==> src/rtl/instruction_fetch.sv <==
// IF stage with IF/ID register: owns PCF, keeps one fetch outstanding, and applies
// decode stall/flush and execute redirects so decode only sees correct-path words.
module instruction_fetch #(
  parameter logic [31:0] RESET_PC  = 32'h0000_0000,
  parameter logic [31:0] NOP_INSTR = 32'h0000_0013
) (
  input  logic        clk,
  input  logic        rst_n,
  input  logic        StallD,
  input  logic        FlushD,
  input  logic        PCSrcE,
  input  logic [31:0] PCTargetE,
  output logic        ImemReq,
  output logic [31:0] ImemAddr,
  input  logic        ImemValid,
  input  logic [31:0] ImemRdata,
  output logic [31:0] InstrD,
  output logic [31:0] PCD,
  output logic [31:0] PCPlus4D,
  output logic        ValidD
);

  typedef enum logic [1:0] {S_BOOT, S_REQ, S_HOLD, S_DROP} state_t;

  state_t      r_state;
  state_t      w_next;
  logic [31:0] r_pcf;
  logic [31:0] r_req_addr;
  logic [31:0] r_hold_instr;
  logic [31:0] w_target;
  logic [31:0] w_req_plus4;
  logic        w_accept;
  logic [31:0] w_acc_instr;

  assign w_target    = PCTargetE & ~32'd3;
  assign w_req_plus4 = r_req_addr + 32'd4;
  assign ImemAddr    = r_req_addr;

  always_ff @(posedge clk or negedge rst_n) begin
    if (!rst_n) r_state <= S_BOOT;
    else        r_state <= w_next;
  end

  always_comb begin
    w_next = r_state;
    case (r_state)
      S_BOOT: w_next = S_REQ;
      S_REQ: begin
        if (PCSrcE)                  w_next = ImemValid ? S_REQ : S_DROP;
        else if (ImemValid && StallD) w_next = S_HOLD;
      end
      S_HOLD: if (PCSrcE || !StallD) w_next = S_REQ;
      S_DROP: if (ImemValid) w_next = S_REQ;
      default: w_next = S_BOOT;
    endcase
  end

  always_comb begin
    ImemReq     = 1'b0;
    w_accept    = 1'b0;
    w_acc_instr = ImemRdata;
    case (r_state)
      S_REQ: begin
        ImemReq  = 1'b1;
        w_accept = ImemValid && !PCSrcE && !StallD;
      end
      S_HOLD: begin
        w_accept    = !PCSrcE && !StallD;
        w_acc_instr = r_hold_instr;
      end
      S_DROP:  ImemReq = 1'b1;
      default: ImemReq = 1'b0;
    endcase
  end

  // While parked in HOLD, r_req_addr still names the held word; r_pcf already points past it.
  always_ff @(posedge clk or negedge rst_n) begin
    if (!rst_n) begin
      r_pcf      <= RESET_PC;
      r_req_addr <= RESET_PC;
    end else if (PCSrcE) begin
      r_pcf <= w_target;
      if (!(ImemReq && !ImemValid)) r_req_addr <= w_target;
    end else begin
      case (r_state)
        S_BOOT: r_req_addr <= r_pcf;
        S_REQ: begin
          if (ImemValid) begin
            r_pcf <= w_req_plus4;
            if (!StallD) r_req_addr <= w_req_plus4;
          end
        end
        S_HOLD:  if (!StallD) r_req_addr <= r_pcf;
        S_DROP:  if (ImemValid) r_req_addr <= r_pcf;
        default: r_req_addr <= r_req_addr;
      endcase
    end
  end

  always_ff @(posedge clk) begin
    if (r_state == S_REQ && ImemValid && !PCSrcE && StallD) r_hold_instr <= ImemRdata;
  end

  // IF/ID register: flush beats stall beats accept; anything else is a bubble.
  always_ff @(posedge clk or negedge rst_n) begin
    if (!rst_n) begin
      InstrD   <= NOP_INSTR;
      PCD      <= 32'd0;
      PCPlus4D <= 32'd0;
      ValidD   <= 1'b0;
    end else if (FlushD) begin
      InstrD   <= NOP_INSTR;
      PCD      <= 32'd0;
      PCPlus4D <= 32'd0;
      ValidD   <= 1'b0;
    end else if (!StallD) begin
      if (w_accept) begin
        InstrD   <= w_acc_instr;
        PCD      <= r_req_addr;
        PCPlus4D <= w_req_plus4;
        ValidD   <= 1'b1;
      end else begin
        InstrD   <= NOP_INSTR;
        PCD      <= 32'd0;
        PCPlus4D <= 32'd0;
        ValidD   <= 1'b0;
      end
    end
  end

endmodule
==> config.mk <==
export PLATFORM = sky130hd
export DESIGN_NAME = instruction_fetch
export DESIGN_NICKNAME = d
export VERILOG_FILES = /design/src/rtl/instruction_fetch.sv
export SDC_FILE = /design/constraint.sdc
export NUM_CORES = 1
export LEC_CHECK = 0
export ABC_AREA = 1
export BUFFER_PORTS_ARGS = -buffer_cell sky130_fd_sc_hd__buf_4
export CORE_ASPECT_RATIO = 2
export CORE_UTILIZATION = 49
export DETAILED_ROUTE_END_ITERATION = 7
export GPL_ROUTABILITY_DRIVEN = 0
export GPL_TIMING_DRIVEN = 1
export PLACE_DENSITY_LB_ADDON = 0.08
export SETUP_SLACK_MARGIN = 0.15
export SYNTH_ARGS = -nofsm -noshare
export SYNTH_HDL_FRONTEND = slang
export SYNTH_SLANG_ARGS = --single-unit
==> constraint.sdc <==
create_clock -name clk -period 3.07 [get_ports clk]
set_clock_uncertainty 0.1 [all_clocks]
set_input_delay 0.614 -clock clk [delete_from_list [all_inputs] [get_ports clk]]
set_output_delay 0.614 -clock clk [all_outputs]
set_load 0.05 [all_outputs]
==> results of run 1 <==
==> worst max-delay path, stage by stage (launching register included) <==
cell and delay (ps):
dfrtp_1 410, inv_1 60, ha_1 240, or2_1 260, buf_4 190
==> synthesized netlist by cell type, drive strengths merged <==
cell type    n  area share
o211ai       2      0.0017
ha           4      0.0056
a21boi       6      0.0051
a31oi       16       0.011
inv         69       0.029
a21oi       24       0.014
buf         31       0.020
xor2        12       0.014
o221ai       2      0.0020
a22o        20       0.020
o22ai       20       0.014
nor4         1     0.00071
or2          3      0.0021
nand3       20       0.011
o21bai      17       0.014
nand2      303        0.13
nand3b       1     0.00085
dfstp        3      0.0089
clkbuf      19      0.0080
a21o         2      0.0017
mux2i       29       0.033
o21ai       72       0.041
dfrtp      158        0.45
and2         1     0.00071
nor2       105       0.053
edfxtp      32        0.11
xnor2        3      0.0030
==> logic make-up after synthesis <==
| logic type | after synthesis | share of synthesized area |
|---|---|---|
| adder cells (fa/ha/maj) | 4 | 0.00564 |
| XOR/XNOR | 15 | 0.0174 |
| AO/OA/AOI/OAI | 181 | 0.125 |
| buffers and inverters | 119 | 0.0576 |
| flip-flops | 193 | 0.563 |
| multiplexers | 29 | 0.0327 |
| AND/OR/NAND/NOR | 434 | 0.199 |
==> power groups by stage <==
stage,Clock (W),Combinational [W],Sequential [W]
4_1_cts,0.00234,0.00403,0.00364
6_report,0.00229,0.00401,0.00366
2_1_floorplan,0,0.00174,0.00458
3_5_place_dp,0,0.00401,0.00369
3_3_place_gp,0,0.00397,0.00367
5_1_grt,0.00243,0.00433,0.00371
==> final timing paths <==
path                                     from          endpoint  slack (ps)  depth (start not counted)
min in group clk                ImemRdata[20]  r_hold_instr[20]         260                          1
worst max-delay path               r_state[1]           ImemReq         760                          4
worst min register to register   PCPlus4D[30]      PCPlus4D[30]         380                          2
worst min-delay path                    rst_n            ValidD          70                          1
max in group asynchronous               rst_n           PCD[12]        2010                          2
worst max register to register     r_state[0]           PCD[12]         900                          7
==> state kept, by name, indices dropped and copies added (netlist names) <==
name	flops
ImemAddr	32
InstrD	32
PCD	32
PCPlus4D	30
ValidD	1
r_hold_instr	32
r_pcf	32
r_state	2
==> per-stage QoR <==
stage	setup WS (ps)	std cells	area, sq um	total power (W)
floorplan	427	975	8870	0.00632
global route	687	1385	11100	0.0105
finish	755	1385	11100	0.00997
detailed placement	663	1353	10500	0.00770
global placement	711	1353	10500	0.00764
CTS	745	1385	11100	0.0100
==> routing by layer <==
layer  share of wire  vias to the layer above  routed length (um)  global-route usage
li1                -                     3554                   -                   -
met1            0.40                     3520                9940               0.336
met2            0.51                      249               12600               0.453
met3           0.046                       49                1130              0.0377
met4           0.041                        0                1010               0.141
met5               0                        -                   0                   0
==> layout make-up <==
cell class / instances / area [sq um]
clock buffers: 17 / 425
clock inverters: 15 / 180
fillers: 1572 / 6550
inverters: 69 / 259
multi-input cells: 663 / 3390
flip-flops and latches: 193 / 4990
well taps: 213 / 267
repair buffers: 215 / 1630
==> flow_summary_export.csv, run 1 <==
group,metric,value,unit
status,status,"completed",
global_route,globalRouteOverflowTotal,0,
global_route,pin_count_of_the_biggest_net_entering_global_routing,66,
cells_and_area,diodes,0,
yosys,yosys_register_bits,193,
power,power.internal,0.00557,W
power,share_comb_of_total_power,0.403,
global_route,antenna_found_initial,0,
cts,post_cts_resize_count,0,
cts,path_clk_slew,70,ps
cts,post_cts.repair.setup_buffers,0,
cells_and_area,flow.area_growth_from_synthesis,25.7,%
yosys,syn_area_per_cell,9.10,sq um
critical_path,worstPathArrival,1600,ps
sta,final_hold_viol_count,0,
drt,dr.first_iter.drc_count,420,
critical_path,startpoint_type,"register",
cells_and_area,layout_commonest_cell,"nand2_1",
cells_and_area,nNetsFinal,1233,
critical_path,critPathRequiredTime,2360,ps
critical_path,class_of_the_most_critical_setup_path,"register to primary output",
floorplan,initial_core_util,0.501,
drt,drt_pass_1_iters,5,
yosys,netlist_instances,975,
cts,largest_buffer_count_on_any_clock_path,2,
sta,timing.final.crit_share,0.754,
placed_design,hpwl,17400,um
yosys,ys_warn_count,0,
cts,cts_root_buffer,"clkbuf_16",
yosys,post_syn_area,8870,sq um
yosys,synth_seq_area_share,0.563,
cells_and_area,core_util_final,0.630,
cts,clk_latency,440,ps
sta,hold-worst-slack,74.2,ps
power,seq_power_share,0.367,
placed_design,io_buffers,197,
cts,numClockSinks,193,
drt,drcViolationCount,0,
sta,max_freq,0.432,GHz
sta,setup_viol,0,
floorplan,fp-row-count,69,
cts,htree_num_levels,4,
power,p_per_area,894,nW/um^2
drt,total_number_of_vias,7372,
cts,cts_made_buffers,17,
cts,cts_hold_repair.buffers,0,
floorplan,core_area,17700,sq um
global_route,number_of_global_route_vias_before_repair,7287,
power,max-vdd-ir-drop,0.667,mV
floorplan,die_x,97.1,um
cells_and_area,final_layout_size_suffix_gt1_frac,0.235,
critical_path,crit_fanout,4,
power,static-leakage-power,5.42,nW
cells_and_area,layout.cells.most_common_list,"300 x nand2_1, 213 x buf_4, 158 x dfrtp_1",
sta,worst_slew_pin_slew,694,ps
sta,rsz0062_at_grt,"no",
power,netSwitchingFraction,0.441,
floorplan,floorplan.io_pins,200,
min_path,min-delay-path-class,"input port to async pin",
critical_path,crit_path_end_kind,"primary output",
run,drv.max_cap_violation_count,0,
floorplan,die_height,192,um
drt,avgRoutedWirePerCell,17.8,um
sta,maxSlewHeadroom,0.537,
power,pwr-share-clk,0.230,
floorplan,die-area,18700,sq um
drt,ant_nets,0,
drt,routed_wl,24700,um
cts,cts_tree,"yes",
yosys,syn-num-nets,1049,
drt,viasPerCell,5.32,
sta,slew_viol_final,0,
sta,setup_total_negative_slack,0,ps
global_route,grt_util_all_layers,0.269,
yosys,synth_cell_types,38,
sta,final_period_minus_worst_setup_slack,2310,ps
power,power_switching,0.00440,W
global_route,grt_first_pass_wirelength,38800,um
No activity file was read; power rests on OpenSTA's default activity.
==> run 2, diff against run 1 <==
Settings changed: CORE_UTILIZATION 49 to 54.
Clock period 3.07 ns to 2.2 ns, I/O delays scaled along.
==> run 2 against run 1 <==
Final cell count is 0.14% higher. Critical endpoint unchanged. Largest cell class unchanged. Sequential share of layout area decreased by 0.80 points. Register-to-register slack worse by 650 ps. Critical path type unchanged. Design area is 1.9% higher.
==> flow_summary_export.csv, run 2 (synthesis results as in run 1) <==
group,metric,value,unit
sta,slew_viol_final,0,
power,power_switching,0.00611,W
power,p_per_area,1220,nW/um^2
floorplan,fp-row-count,65,
cts,htree_num_levels,4,
min_path,min_path_cells,1,
critical_path,regToRegStartpoint,"r_state[0]",
critical_path,critPathLaunch,"r_state[0]",
critical_path,r2r_slack,250,ps
floorplan,floorplan.io_pins,200,
run,drv.max_cap_violation_count,0,
cells_and_area,nNetsFinal,1247,
min_path,min-delay-path-class,"input port to register",
min_path,whs_endpoint,"r_hold_instr[28]",
cts,cts_made_buffers,17,
power,power.internal,0.00773,W
sta,setup_total_negative_slack,0,ps
placed_design,io_buffers,197,
global_route,grt_util_all_layers,0.292,
cts,path_clk_slew,70,ps
drt,dr.first_iter.drc_count,467,
global_route,antenna_found_initial,0,
sta,setup_viol,0,
cts,numClockSinks,193,
floorplan,die-area,17000,sq um
drt,avgRoutedWirePerCell,17.3,um
drt,ant_nets,0,
drt,routed_wl,24000,um
power,max-vdd-ir-drop,0.939,mV
critical_path,worstReg2RegEnd,"ImemAddr[31]",
drt,total_number_of_vias,7516,
cts,cts_root_buffer,"clkbuf_16",
sta,final_period_minus_worst_setup_slack,2020,ps
cells_and_area,fill_cell_instance_count_of_the_final_layout,1310,
critical_path,ff2ff_path_depth,8,
sta,maxSlewHeadroom,0.637,
global_route,globalRouteOverflowTotal,0,
cts,cts_tree,"yes",
global_route,number_of_global_route_vias_before_repair,7499,
placed_design,pre_cts_ws,182,ps
sta,finalWorstSetupSlack,183,ps
critical_path,crit_fanout,3,
cells_and_area,sequential_cell_area,5000,sq um
critical_path,critPathRequiredTime,1660,ps
cells_and_area,multiInputGateArea,3450,sq um
power,netSwitchingFraction,0.441,
sta,max_freq,0.496,GHz
floorplan,die_height,183,um
cells_and_area,diodes,0,
cts,largest_buffer_count_on_any_clock_path,2,
critical_path,startpoint_type,"register",
critical_path,worstPathArrival,1480,ps
cts,clk_latency,430,ps
critical_path,timing.critical_path.cells,"ha_1 > or2_4 > buf_6",
sta,timing.final.crit_share,0.917,
critical_path,class_of_the_most_critical_setup_path,"register to primary output",
power,seq_power_share,0.365,
placed_design,hpwl,17300,um
sta,final_hold_viol_count,0,
drt,viasPerCell,5.42,
cells_and_area,layout.cells.most_common_list,"298 x nand2_1, 216 x buf_4, 156 x dfrtp_1",
cells_and_area,layout_commonest_cell,"nand2_1",
power,share_comb_of_total_power,0.424,
sta,worst_slew_pin_slew,543,ps
status,status,"completed",
floorplan,core_area,15900,sq um
critical_path,crit_path_max_incr_delay,430,ps
floorplan,die_x,92.6,um
global_route,pin_count_of_the_biggest_net_entering_global_routing,51,
min_path,hp-start,"ImemRdata[28]",
drt,drt_pass_1_iters,5,
critical_path,worst_path_max_delay_cell,"dfrtp_1",
drt,drcViolationCount,0,
floorplan,initial_core_util,0.556,
global_route,grt_first_pass_wirelength,38000,um
critical_path,crit_path_end_kind,"primary output",
power,static-leakage-power,5.50,nW
power,pwr-share-clk,0.211,
sta,rsz0062_at_grt,"yes",
cells_and_area,flow.area_growth_from_synthesis,28.1,%
cells_and_area,final_layout_size_suffix_gt1_frac,0.253,
run 2: cell count changes in the layout (fill, tap and decap cells not counted), moves of 3 or more:
cell      previous run  this run
buf_4              213       216
clkbuf_1             0         3
buf_12               1        10
clkinv_1             3         0
clkinv_2             0         3
run 2: worst max-delay path: cells and delay by family, from the launching register on:
family | cells | cell delay [ps]
adder cells (fa/ha/maj) | 1 | 230
flip-flops | 1 | 430
buffers and inverters | 1 | 150
AND/OR/NAND/NOR | 1 | 240
run 2: cell type report:
class	instances	area share
multi-input combinational	663	0.303
tap	201	0.0221
clock inverter	12	0.00981
clock buffer	20	0.0384
sequential	193	0.440
timing repair buffer	229	0.163
inverter	69	0.0230
run 2: how the worst max path moves through the flow:
stage                            to  slack (ps)
global placement       ImemAddr[31]         200
global route           ImemAddr[31]         140
finish                      ImemReq         180
detailed placement     ImemAddr[31]         180
floorplan           r_hold_instr[0]         170
CTS                         ImemReq         160
run 2: power by group through the flow:
stage	registers [W]	logic (W)	clock network (W)
2_1_floorplan	0.00639	0.00246	0
3_3_place_gp	0.00506	0.00568	0
3_5_place_dp	0.00508	0.00576	0
4_1_cts	0.00501	0.00583	0.00297
5_1_grt	0.00511	0.00633	0.00309
6_report	0.00505	0.00587	0.00292
run 2: through the flow:
step                      std cells  hold WS [ps]  utilization  total power (W)  cell area, sq um
final                          1387          91.3        0.712           0.0138             11400
after global routing           1387          79.4        0.712           0.0145             11400
after CTS                      1384          77.6        0.709           0.0138             11300
after detailed placement       1350           329        0.673           0.0108             10700
after global placement         1350           325        0.673           0.0107             10700
after floorplan                 975          44.4            -          0.00886              8910
run 2: per-layer routing:
| metal | track usage | wire length, um |
|---|---|---|
| met2 | 0.496 | 12300 |
| met4 | 0.162 | 1080 |
| met3 | 0.0415 | 1150 |
| met5 | 0 | 0 |
| met1 | 0.355 | 9450 |
run 2: repair_timing:
action | 4_1_cts | 5_1_grt
endpoints found under the setup margin | 3 | 12
hold buffers | 1 | 0
resized for setup | 3 | 9
pin swaps | 0 | 2
endpoints found under the hold margin | 43 | 0
setup buffers | 1 | 3
==> run 3, diff against run 2 <==
Settings changed: CORE_MARGIN set to 2.
==> run 3 against run 2 <==
Hold slack better by 4.8 ps. Clock power is 5% higher. Sequential power is 1% lower. Largest cell class unchanged. Register-to-register slack worse by 20 ps. Critical endpoint unchanged. Sequential share of layout area is 0.59 points lower. Power is 2.9% higher.
==> flow_summary_export.csv, run 3 (synthesis results as in run 1) <==
group,metric,value,unit
status,status,"completed",
global_route,antenna_found_initial,0,
cts,cts_tree,"yes",
sta,slew_viol_final,0,
global_route,pin_count_of_the_biggest_net_entering_global_routing,66,
cells_and_area,diodes,0,
critical_path,worst_path_max_delay_cell,"dfrtp_1",
power,p_per_area,1240,nW/um^2
drt,ant_nets,0,
critical_path,crit_path_max_incr_delay,400,ps
power,max-vdd-ir-drop,1.05,mV
critical_path,class_of_the_most_critical_setup_path,"register to primary output",
cts,numClockSinks,193,
placed_design,io_buffers,197,
critical_path,r2r_slack,230,ps
run,drv.max_cap_violation_count,0,
floorplan,core_area,16200,sq um
critical_path,crit_path_end_kind,"primary output",
drt,dr.first_iter.drc_count,414,
cts,largest_buffer_count_on_any_clock_path,2,
global_route,number_of_global_route_vias_before_repair,7334,
cts,htree_num_levels,4,
critical_path,critPathRequiredTime,1660,ps
cts,cts_root_buffer,"clkbuf_16",
drt,drcViolationCount,0,
sta,max_freq,0.502,GHz
drt,routed_wl,24500,um
critical_path,ff2ff_path_depth,9,
sta,maxSlewHeadroom,0.634,
critical_path,timing.critical_path.cells,"inv_2 > ha_4 > or2_4 > buf_6",
sta,setup_total_negative_slack,0,ps
cells_and_area,layout_commonest_cell,"nand2_1",
cts,clk_latency,430,ps
placed_design,hpwl,17700,um
sta,final_hold_viol_count,0,
sta,setup_viol,0,
drt,drt_pass_1_iters,5,
cells_and_area,final_layout_size_suffix_gt1_frac,0.260,
drt,viasPerCell,5.40,
cts,path_clk_slew,70,ps
sta,final_period_minus_worst_setup_slack,1990,ps
min_path,hp-start,"ImemRdata[23]",
sta,rsz0062_at_grt,"no",
drt,total_number_of_vias,7581,
global_route,globalRouteOverflowTotal,0,
floorplan,die-area,17500,sq um
global_route,grt_util_all_layers,0.287,
cells_and_area,nNetsFinal,1260,
floorplan,die_x,94.6,um
min_path,min-delay-path-class,"input port to register",
critical_path,worstPathArrival,1450,ps
sta,timing.final.crit_share,0.906,
cells_and_area,layout.cells.most_common_list,"299 x nand2_1, 228 x buf_4, 158 x dfrtp_1",
critical_path,worstReg2RegEnd,"r_pcf[31]",
cells_and_area,core_util_final,0.711,
power,totalPowerFinal,0.0142,W
min_path,min_path_cells,1,
cts,cts_made_buffers,17,
sta,worst_slew_pin_slew,549,ps
critical_path,regToRegStartpoint,"ImemAddr[22]",
floorplan,initial_core_util,0.548,
critical_path,crit_fanout,4,
floorplan,fp-row-count,66,
critical_path,startpoint_type,"register",
min_path,whs_endpoint,"r_hold_instr[23]",
cells_and_area,flow.area_growth_from_synthesis,29.7,%
global_route,grt_first_pass_wirelength,38400,um
floorplan,die_height,185,um
floorplan,floorplan.io_pins,200,
drt,avgRoutedWirePerCell,17.4,um
power,static-leakage-power,5.58,nW
==> run 3: timing repair <==
| action | CTS | global route |
|---|---|---|
| endpoints found under the hold margin | 38 | 0 |
| cloned | 0 | 1 |
| resized for setup | 4 | 11 |
| setup endpoints to repair | 78 | 73 |
| pin swaps | 0 | 1 |
| buffers inserted | 1 | 11 |
| hold buffers | 1 | 0 |
==> run 3: worst max-delay path: cells and delay by family (launching register included) <==
| kind | cells | cell delay (ps) |
|---|---|---|
| flops | 1 | 400 |
| simple gates | 1 | 250 |
| buf+inv | 2 | 210 |
| fa+ha+maj | 1 | 170 |
==> run 3: worst max-delay path by stage <==
stage / startpoint / to / slack (ps) / cells past startpoint
after floorplan: r_state[1] / r_hold_instr[0] / 170 / 7
after global placement: r_state[1] / ImemAddr[16] / 100 / 9
after detailed placement: r_state[0] / InstrD[12] / 100 / 6
after CTS: r_state[1] / ImemReq / 160 / 4
after global routing: r_state[1] / ImemAddr[6] / 120 / 11
final: r_state[1] / ImemReq / 210 / 4
==> run 3: per-stage QoR <==
step | cells | hold slack (ps) | setup slack [ps] | instance area [sq um]
floorplan | 975 | 44.4 | 166 | 8910
global placement | 1357 | 304 | 100 | 10800
detailed placement | 1357 | 299 | 97.5 | 10800
CTS | 1391 | 78.4 | 160 | 11400
global route | 1403 | 78.3 | 121 | 11500
finish | 1403 | 96.1 | 207 | 11500
==> run 3: area by class of cell <==
type                       instances  area, sq um
clock buffer                      20          447
multi-input combinational        664         3470
timing repair buffer             241         1940
inverter                          69          264
clock inverter                    12          134
tap                              204          255
fill                            1322         4680
sequential                       193         4990
==> run 3: power by group <==
part	internal (W)	switching, W	total [W]
clock	0.00172	0.00135	0.00307
sequential	0.00429	0.000688	0.00498
combinational	0.00203	0.00416	0.00619
total	0.00804	0.00620	0.0142
==> run 3: metal layers <==
layer	up-vias	wire length, um	global-route usage
li1	3611	-	-
met1	3632	9450	0.355
met2	284	12600	0.483
met3	54	1390	0.0468
met4	0	977	0.136
met5	-	0	0
